<file path="config.mk">
export PLATFORM = sky130hd
export DESIGN_NAME = kp_scan_ctrl
export DESIGN_NICKNAME = d
export VERILOG_FILES = /design/src/rtl/kp_pkg.sv /design/src/rtl/kp_evt_fifo.sv /design/src/rtl/kp_scan_ctrl.sv
export SDC_FILE = /design/constraint.sdc
export NUM_CORES = 1
export LEC_CHECK = 0
export ABC_AREA = 1
export BUFFER_PORTS_ARGS = -buffer_cell sky130_fd_sc_hd__buf_2
export CAP_MARGIN = 5
export CORE_MARGIN = 2
export CORE_UTILIZATION = 30
export CTS_BUF_LIST = sky130_fd_sc_hd__clkbuf_16
export CTS_CLUSTER_DIAMETER = 60
export DETAILED_ROUTE_END_ITERATION = 7
export GPL_TIMING_DRIVEN = 0
export HOLD_SLACK_MARGIN = 0.05
export SETUP_SLACK_MARGIN = 0.1
export SLEW_MARGIN = 20
export SYNTH_ARGS = -nofsm -noshare
export SYNTH_HDL_FRONTEND = slang
export SYNTH_SLANG_ARGS = --single-unit
</file>
<file path="constraint.sdc">
create_clock -name clk -period 8 [get_ports clk]
set_input_delay 2.4 -clock clk [delete_from_list [all_inputs] [get_ports clk]]
set_output_delay 2.4 -clock clk [all_outputs]
set_load 0.05 [all_outputs]
</file>
<file path="src/rtl/kp_pkg.sv">
// Shared keypad definitions: scan FSM states, key-identity sentinel and the 4x4 legend map.
package kp_pkg;

  typedef enum logic {SCAN, EVAL} kp_state_t;

  // Key identity is row*NCOLS+col; all-ones marks "no key" and is never a valid index.
  localparam int unsigned KP_IDW = 8;
  localparam logic [KP_IDW-1:0] KP_NONE = '1;

  localparam logic [3:0] KP_MAP [4][4] = '{
    '{4'd1,  4'd2, 4'd3,  4'd10},
    '{4'd4,  4'd5, 4'd6,  4'd11},
    '{4'd7,  4'd8, 4'd9,  4'd12},
    '{4'd14, 4'd0, 4'd15, 4'd13}
  };

  function automatic logic [3:0] kp_map_code(input logic [3:0] idx);
    return KP_MAP[idx[3:2]][idx[1:0]];
  endfunction

endpackage

</file>
<file path="src/rtl/kp_evt_fifo.sv">
// Small key-event queue with a sticky overflow flag; a push into a full queue is dropped
// unless a pop frees the slot in the same cycle.
module kp_evt_fifo #(
  parameter int unsigned WIDTH = 4,
  parameter int unsigned DEPTH = 4
) (
  input  logic             clk,
  input  logic             reset_n,
  input  logic             i_push,
  input  logic [WIDTH-1:0] i_push_data,
  input  logic             i_pop,
  output logic [WIDTH-1:0] o_data,
  output logic             o_empty,
  output logic             o_overflow
);

  localparam int unsigned AW = $clog2(DEPTH);

  logic [WIDTH-1:0] r_mem [DEPTH];
  logic [AW-1:0]    r_wr;
  logic [AW-1:0]    r_rd;
  logic [AW:0]      r_count;
  logic             r_ovf;
  logic             w_full;
  logic             w_do_pop;
  logic             w_do_push;

  assign o_empty   = (r_count == '0);
  assign w_full    = (r_count == (AW+1)'(DEPTH));
  assign w_do_pop  = i_pop && !o_empty;
  assign w_do_push = i_push && (!w_full || w_do_pop);

  always_ff @(posedge clk) begin
    if (!reset_n) begin
      r_wr    <= '0;
      r_rd    <= '0;
      r_count <= '0;
      r_ovf   <= 1'b0;
      for (int unsigned i = 0; i < DEPTH; i++) r_mem[i] <= '0;
    end else begin
      if (w_do_push) begin
        r_mem[r_wr] <= i_push_data;
        r_wr        <= r_wr + AW'(1);
      end
      if (w_do_pop) r_rd <= r_rd + AW'(1);
      if (i_push && !w_do_push) r_ovf <= 1'b1;
      case ({w_do_push, w_do_pop})
        2'b10:   r_count <= r_count + (AW+1)'(1);
        2'b01:   r_count <= r_count - (AW+1)'(1);
        default: r_count <= r_count;
      endcase
    end
  end

  assign o_data     = r_mem[r_rd];
  assign o_overflow = r_ovf;

endmodule

</file>
<file path="src/rtl/kp_scan_ctrl.sv">
// Keypad scanner: one-hot-low column drive, synchronised row sense, ghost rejection,
// scan-level debounce and queued press events.
module kp_scan_ctrl
  import kp_pkg::*;
#(
  parameter int unsigned NROWS      = 4,
  parameter int unsigned NCOLS      = 4,
  parameter int unsigned SCAN_DIV   = 50000,
  parameter int unsigned DEBOUNCE   = 3,
  parameter int unsigned FIFO_DEPTH = 4,
  parameter int unsigned MAP_EN     = 1,
  localparam int unsigned KW        = $clog2(NROWS*NCOLS)
) (
  input  logic             clk,
  input  logic             reset_n,
  input  logic [NROWS-1:0] kpr,
  output logic [NCOLS-1:0] kpc,
  output logic             kphit,
  output logic [KW-1:0]    key_code,
  output logic             key_valid,
  input  logic             key_ready,
  output logic             multi_key,
  output logic             overflow
);

  localparam int unsigned CW  = $clog2(NCOLS);
  localparam int unsigned DW  = $clog2(SCAN_DIV);
  localparam int unsigned DBW = $clog2(DEBOUNCE+1);

  if (MAP_EN != 0 && (NROWS != 4 || NCOLS != 4)) begin : g_bad_map
    $error("kp_scan_ctrl: MAP_EN=1 requires a 4x4 keypad");
  end
  if (NROWS*NCOLS >= 255) begin : g_bad_size
    $error("kp_scan_ctrl: keypad too large for key identity width");
  end

  kp_state_t                    r_state;
  logic [CW-1:0]                r_col;
  logic [DW-1:0]                r_dwell;
  logic [NCOLS-1:0]             r_kpc;
  logic [NROWS-1:0]             r_kpr_s1;
  logic [NROWS-1:0]             r_kpr_s2;
  logic [NCOLS-1:0][NROWS-1:0]  r_snap;
  logic [KP_IDW-1:0]            r_cand;
  logic [KP_IDW-1:0]            r_stable;
  logic [DBW-1:0]               r_cnt;
  logic                         r_kphit;
  logic                         r_multi;

  logic [1:0]                   w_nkeys;
  logic [KP_IDW-1:0]            w_hit_idx;
  logic [KP_IDW-1:0]            w_snap_id;
  logic [KP_IDW-1:0]            w_cand_nx;
  logic [DBW-1:0]               w_cnt_nx;
  logic                         w_accept;
  logic                         w_push;
  logic [KW-1:0]                w_push_code;
  logic                         w_empty;

  always_ff @(posedge clk) begin
    if (!reset_n) begin
      r_kpr_s1 <= '1;
      r_kpr_s2 <= '1;
    end else begin
      r_kpr_s1 <= kpr;
      r_kpr_s2 <= r_kpr_s1;
    end
  end

  // Saturating pressed-bit count; the hit index is only meaningful when exactly one is set.
  always_comb begin
    w_nkeys   = '0;
    w_hit_idx = KP_NONE;
    for (int unsigned c = 0; c < NCOLS; c++) begin
      for (int unsigned r = 0; r < NROWS; r++) begin
        if (r_snap[c][r]) begin
          if (w_nkeys != 2'd2) w_nkeys = w_nkeys + 2'd1;
          w_hit_idx = KP_IDW'(r*NCOLS + c);
        end
      end
    end
    w_snap_id = (w_nkeys == 2'd1) ? w_hit_idx : KP_NONE;
  end

  // Acceptance uses the post-update candidate/count so DEBOUNCE identical scans commit on the last one.
  always_comb begin
    if (w_snap_id == r_cand) begin
      w_cand_nx = r_cand;
      w_cnt_nx  = (r_cnt == DBW'(DEBOUNCE)) ? r_cnt : r_cnt + DBW'(1);
    end else begin
      w_cand_nx = w_snap_id;
      w_cnt_nx  = DBW'(1);
    end
    w_accept = (w_cnt_nx == DBW'(DEBOUNCE)) && (w_cand_nx != r_stable);
    w_push   = (r_state == EVAL) && w_accept && (w_cand_nx != KP_NONE);
    if (MAP_EN != 0) w_push_code = KW'(kp_map_code(w_cand_nx[3:0]));
    else             w_push_code = w_cand_nx[KW-1:0];
  end

  always_ff @(posedge clk) begin
    if (!reset_n) begin
      r_state  <= SCAN;
      r_col    <= '0;
      r_dwell  <= '0;
      r_kpc    <= '1;
      r_snap   <= '0;
      r_cand   <= KP_NONE;
      r_stable <= KP_NONE;
      r_cnt    <= '0;
      r_kphit  <= 1'b0;
      r_multi  <= 1'b0;
    end else begin
      case (r_state)
        SCAN: begin
          r_kpc <= ~(NCOLS'(1) << r_col);
          if (r_dwell == DW'(SCAN_DIV-1)) begin
            r_snap[r_col] <= ~r_kpr_s2;
            r_dwell       <= '0;
            if (r_col == CW'(NCOLS-1)) begin
              r_state <= EVAL;
              r_kpc   <= '1;
            end else begin
              r_col <= r_col + CW'(1);
              r_kpc <= ~(NCOLS'(1) << (r_col + CW'(1)));
            end
          end else begin
            r_dwell <= r_dwell + DW'(1);
          end
        end
        EVAL: begin
          r_state <= SCAN;
          r_col   <= '0;
          r_dwell <= '0;
          r_kpc   <= ~NCOLS'(1);
          r_cand  <= w_cand_nx;
          r_cnt   <= w_cnt_nx;
          r_multi <= (w_nkeys == 2'd2);
          if (w_accept) begin
            r_stable <= w_cand_nx;
            r_kphit  <= (w_cand_nx != KP_NONE);
          end
        end
        default: r_state <= SCAN;
      endcase
    end
  end

  kp_evt_fifo #(
    .WIDTH (KW),
    .DEPTH (FIFO_DEPTH)
  ) u_fifo (
    .clk         (clk),
    .reset_n     (reset_n),
    .i_push      (w_push),
    .i_push_data (w_push_code),
    .i_pop       (key_valid & key_ready),
    .o_data      (key_code),
    .o_empty     (w_empty),
    .o_overflow  (overflow)
  );

  assign key_valid = ~w_empty;
  assign kpc       = r_kpc;
  assign kphit     = r_kphit;
  assign multi_key = r_multi;

endmodule

</file>
==> reports/summary.txt, run 1 <==
Vias per cell: 4.66
Type of origin of the critical path: flip-flop
Clock Pin Slew Worst Setup and Hold Paths: 0.06 ns
Adder-cell share of the synthesized area: 3.30%
Critical path's slowest cell: fa_1
Via count: 4916
CP endpoint kind: flip-flop
Sequential share of the synthesized area: 36.5%
Layout Utilization: 34.3%
Largest net degree at the start of global routing: 17
Max Cap Viol: 0
Die Wd: 140 um
Clk_skew: 0.0123 ns
Final hold vios: 0
Final setup violation count: 0
Postcts setup bufs: 0
# rows: 49
DIE AREA: 19600 um^2
Root Buffer: clkbuf_16
GRT Resource Usage Total: 12.3%
H-tree levels: 3
Area growth syn-to-layout: 11.5%
Clk Latency, worst-skew pair: 0.34 ns
Post-synthesis cell area: 5540 um^2
Path type of the worst min-delay path: reg2reg
Worst EP required: 8.23 ns
Detailed Route WL: 11700 um
Initial antenna violation count: 0
Crit Path Max Fanout: 10
Leak pwr: 2.82 nW
Max Clk Rate: 150 MHz
Layout cells sized above 1: 15.5%
Multiplexer area fraction after synthesis: 0%
Nets@finish: 842
Met1 Usage GRT: 15.6%
GRT busiest layer: met2
Number of synthesized register bits: 93
Compound-Gate Fraction of Synth Area: 12.0%
Reg2reg start: r_snap[0]$_SDFFE_PN0P_
Power Density: 145 nW/um^2
Arrival @ worst endpoint: 6.88 ns
Hpwl dp: 9030 um
Core area: 18000 um^2
Crit-path most repeated cell: nand2_1
Clock Tree Buf Depth: 2
Die Ht: 140 um
Pre-antenna DRT Iters: 4
Post-synthesis xor/xnor area fraction: 0.316%
CTS Buf Count: 9
Tmin final: 6.65 ns
Ant diodes: 0
Peak supply drop: 0.000111 V
First-pass GRT wire length: 20400 um
Max_slew headroom: 55.0%
RSZ-0062 raised after global routing: no
CTS resizes: 0
Vias in the first global route: 4558
Antenna-violating nets left: 0
Cells after Synth: 793
Cts hold-fix bufs: 0
Fillcell total: 1999
M2 GR Usage: 21.6%
Tightest Pin Transition: 0.675 ns
Mean Syn Cell Area: 6.98 um^2
Most common cell after layout, fill and taps aside: nand2_1
Wirelength per Cell: 11.1 um
I/O pins: 19
Largest family of logic cells by synthesized area: simple AND/OR/NAND/NOR gates
Total gr overflow: 0
M3 GR Usage: 1.51%
Max-slew violations: 0
Syn_nets: 814
DRC: 0
CTS tree: done
Starting Density: 30.7%
IO Port Bufs: 17
Initial DRC count: 279
GPL Wtd Cong: 0.829
Largest stage delay, worst path: 0.40 ns
Synth cell types: 43
Total power: 0.000898 W
Commonest non-fill, non-tap cells in the layout: nand2_1, inv_1, nor2_1, dfxtp_1, nand3_1
Crit Path Category: reg2reg
Synth Area in Simple Gates: 38.8%
Fin crit share: 83.1%
Status: complete, no violations
Worst Hold Launch: r_kpr_s1[3]$_SDFF_PN1_
Clk sinks: 93
Yosys warns: 0
Critical path startpoint: r_snap[0]$_SDFFE_PN0P_
Fin Setup TNS: 0 ns
[worst max-delay path, delay by kind of cell (launching register included)]
family / cells / cell delay, ns
DFF: 1 / 0.39
AOI/OAI and AO/OA: 3 / 0.38
buffers and inverters: 5 / 0.55
and+or+nand+nor: 39 / 3.98
adders and majority gates: 4 / 1.21
[per-layer routing]
layer	vias to the layer above	routed length, um
met2	47	5510
met4	0	198
met1	2199	5770
met5	-	0
met3	13	198
li1	2657	-
[Yosys cell counts (all sizes together)]
master | number | share of area (%)
a21oi | 50 | 4.8
a22oi | 5 | 0.68
a31oi | 4 | 0.45
and2 | 1 | 0.11
buf | 16 | 1.9
clkbuf | 7 | 0.47
clkinv | 1 | 0.068
dfxtp | 77 | 28
edfxtp | 16 | 8.7
fa | 1 | 0.36
ha | 13 | 2.9
inv | 98 | 6.7
nand2 | 209 | 16
nand3 | 81 | 9.2
nand4 | 20 | 2.3
nor2 | 93 | 7.1
nor3 | 18 | 1.6
nor3b | 2 | 0.27
nor4 | 6 | 0.68
o2111a | 1 | 0.20
o211ai | 5 | 0.68
o21a | 3 | 0.41
o21ai | 44 | 4.0
o22ai | 5 | 0.56
o31ai | 1 | 0.14
or2 | 14 | 1.6
xnor2 | 1 | 0.16
xor2 | 1 | 0.16
[final timing paths]
| path | endpoint | slack (ns) | depth (start not counted) |
|---|---|---|---|
| min | r_kpr_s2[3]$_SDFF_PN1_ | 0.42 | 1 |
| max reg2reg | u_fifo.r_count[2]$_SDFFE_PN0P_ | 1.35 | 51 |
| max | u_fifo.r_count[2]$_SDFFE_PN0P_ | 1.35 | 51 |
| min reg2reg | r_kpr_s2[3]$_SDFF_PN1_ | 0.42 | 1 |
[registers in the layout, indices dropped and copies added (netlist names), named ones only]
name / cells
u_fifo.r_count: 3
u_fifo.r_rd: 2
r_cnt: 2
u_fifo.r_mem: 16
r_snap: 16
r_stable: 8
r_kpr_s1: 4
multi_key: 1
r_col: 2
r_dwell: 16
r_state: 1
r_cand: 8
kphit: 1
r_kpr_s2: 4
kpc: 4
u_fifo.r_wr: 2
u_fifo.o_overflow: 1
[report_power, final]
part	switching, W	leakage, nW	internal, W	total (W)
Sequential	0.00000379	0.779	0.000482	0.000486
Clock	0.000178	0.133	0.000209	0.000387
Combinational	0.0000179	1.91	0.00000675	0.0000247
[final cells by class]
| class | instances | area (um^2) | area share [%] |
|---|---|---|---|
| sequential | 93 | 2020 | 32.7 |
| clock buffer | 9 | 225 | 3.65 |
| buffer | 23 | 133 | 2.15 |
| timing repair buffer | 17 | 85.1 | 1.38 |
| clock inverter | 7 | 42.5 | 0.689 |
| inverter | 99 | 374 | 6.06 |
| tap | 229 | 287 | 4.64 |
| multi-input combinational | 578 | 3010 | 48.7 |
[logic make-up after synthesis]
kind of cell             after synthesis
AO/OA/AOI/OAI                        118
buffers and inverters                122
AND/OR/NAND/NOR                      444
XOR/XNOR                               2
adder cells (fa/ha/maj)               14
flip-flops                            93
[through the flow]
step           instances  hold slack, ns  setup WS [ns]  instance area [um^2]
6_report            1055           0.419           1.35                  6180
5_1_grt             1055           0.427          0.588                  6180
4_1_cts             1055           0.415           1.33                  6180
3_5_place_dp        1039           0.400           1.36                  5910
3_3_place_gp        1039           0.394           1.45                  5910
2_1_floorplan        793           0.393           2.13                  5540
(Power assumes the default switching activity.)
==> run 2, diff against run 1 <==
==> constraint.sdc (replaced) <==
create_clock -name clk -period 5.3 [get_ports clk]
set_input_delay 1.59 -clock clk [delete_from_list [all_inputs] [get_ports clk]]
set_output_delay 1.59 -clock clk [all_outputs]
set_load 0.05 [all_outputs]
==> reports/summary.txt, run 2 (same netlist as run 1, synthesis figures left out) <==
Crit-path most repeated cell: nand2_1
RSZ-0062 raised after global routing: yes
Max Cap Viol: 0 (unchanged)
First-pass GRT wire length: 21400 um (+5.0%)
Starting Density: 30.7% (unchanged)
Tmin final: 6.13 ns (-0.526 ns)
H-tree levels: 3 (unchanged)
CTS tree: done
Power Density: 205 nW/um^2 (+41%)
Max Clk Rate: 163 MHz (+8.6%)
Worst EP required: 5.54 ns (-2.69 ns)
Commonest non-fill, non-tap cells in the layout: nand2_1, inv_1, dfxtp_1, nor2_1, nand2_2
Wirelength per Cell: 12.0 um (+8.2%)
CTS Buf Count: 9 (unchanged)
Status: finished, violations left
Clk Latency, worst-skew pair: 0.34 ns (about the same)
Via count: 5168 (+5.1%)
Initial antenna violation count: 0 (unchanged)
Violated checks: setup timing
GPL Wtd Cong: 0.815 (-1.7%)
Fin crit share: 116% (+32 points)
Most common cell after layout, fill and taps aside: nand2_1
Max_slew headroom: 53.3% (-1.7 points)
Vias per cell: 4.73 (+1.6%)
Peak supply drop: 0.000174 V (+57%)
Layout cells sized above 1: 34.5% (+19 points)
Arrival @ worst endpoint: 6.36 ns (-0.52 ns)
Largest net degree at the start of global routing: 16 (-1)
Crit Path Category: reg2reg
Hold slack: 0.409 ns (-0.0102 ns)
Regs by FF count: r_dwell (16), r_snap (16), u_fifo.r_mem (16)
Nets@finish: 879 (+4.4%)
GRT Resource Usage Total: 13.1% (+0.77 points)
# rows: 49 (unchanged)
Max-slew violations: 0 (unchanged)
Final worst-path setup slack: -0.825 ns (-2.17 ns)
Area growth syn-to-layout: 32.0%
Path type of the worst min-delay path: reg2reg
Antenna-violating nets left: 0 (unchanged)
Clock Pin Slew Worst Setup and Hold Paths: 0.06 ns (about the same)
Met1 WL: 6030 um (+4.6%)
Hpwl dp: 9000 um (-0.34%)
DRC: 0 (unchanged)
Type of origin of the critical path: flip-flop
DIE AREA: 19600 um^2 (unchanged)
Final hold vios: 0 (unchanged)
Detailed Route WL: 13100 um (+12%)
Die Wd: 140 um (unchanged)
Worst R2R Path Depth: 51 (unchanged)
Pre-antenna DRT Iters: 4 (unchanged)
Critical path's slowest cell: fa_2
Max Used Layer: met4
I/O pins: 19 (unchanged)
Fin Setup TNS: -29.09 ns (-29.09 ns)
Hold depth: 1 (unchanged)
IO Port Bufs: 17 (unchanged)
Delay-heaviest family, CP: simple AND/OR/NAND/NOR gates
Cts hold-fix bufs: 0 (unchanged)
Clk sinks: 93 (unchanged)
Worst path bufs/invs: 6 (+1)
Routed length on met3: 312 um (+58%)
Total gr overflow: 0 (unchanged)
Clk_skew: 0.00507 ns (-0.00720 ns)
Initial DRC count: 259 (-7.2%)
Levels on crit path: 51 (unchanged)
Ant diodes: 0 (unchanged)
Clock Tree Buf Depth: 2 (unchanged)
Die Ht: 140 um (unchanged)
Metal2 WL: 6540 um (+19%)
CP endpoint kind: flip-flop
Vias in the first global route: 4689 (+2.9%)
Final setup violation count: 49 (+49)
Tightest Pin Transition: 0.701 ns (+0.0262 ns)
Root Buffer: clkbuf_16
Core area: 18000 um^2 (unchanged)
Leak pwr: 3.21 nW (+14%)
Crit Path Max Fanout: 8 (-2)
Largest stage delay, worst path: 0.54 ns (+0.14 ns)
-- run 2: repair_timing --
item                                    in CTS  in global routing
buffers inserted                            23                 12
pin swaps                                   19                 75
gates resized for setup                     58                123
cloned                                       2                  0
hold endpoints to repair                     0                  0
endpoints found under the setup margin      49                 58
-- run 2: area by class of cell --
type                       instances  area [um^2]
sequential                        93         2030
clock inverter                     7          115
fill                            1854        10700
tap                              229          287
inverter                          99          395
timing repair buffer              54          414
clock buffer                       9          225
multi-input combinational        578         3700
buffer                            23          145
-- run 2: worst paths after layout --
path / from / to / slack, ns
max: r_snap[0]$_SDFFE_PN0P_ / u_fifo.r_count[1]$_SDFFE_PN0P_ / -0.83
min: r_kpr_s1[3]$_SDFF_PN1_ / r_kpr_s2[3]$_SDFF_PN1_ / 0.41
max reg2reg: r_snap[0]$_SDFFE_PN0P_ / u_fifo.r_count[1]$_SDFFE_PN0P_ / -0.83
min reg2reg: r_kpr_s1[3]$_SDFF_PN1_ / r_kpr_s2[3]$_SDFF_PN1_ / 0.41
-- run 2: power by group --
group / switching [W] / internal (W)
logic: 0.0000275 / 0.0000107
registers: 0.00000556 / 0.000727
clock network: 0.000268 / 0.000459
total: 0.000301 / 0.00120
-- run 2: per-layer routing --
layer / GRT usage (%) / up-vias
met1: 16.6 / 2367
met2: 22.8 / 47
li1: - / 2740
met5: 0 / -
met4: 4.05 / 0
met3: 2.20 / 14
-- run 2: stage by stage --
step                      power, W  area, um^2  setup slack, ns  utilization [%]  cells
after floorplan           0.000773        5640           -0.211                -    793
after global placement    0.000787        6010           -0.919             33.3   1039
after detailed placement  0.000787        6010            -1.03             33.3   1039
after CTS                  0.00152        6770           -0.649             37.6   1080
after global routing       0.00155        7310            -1.25             40.6   1092
final                      0.00150        7310           -0.825             40.6   1092
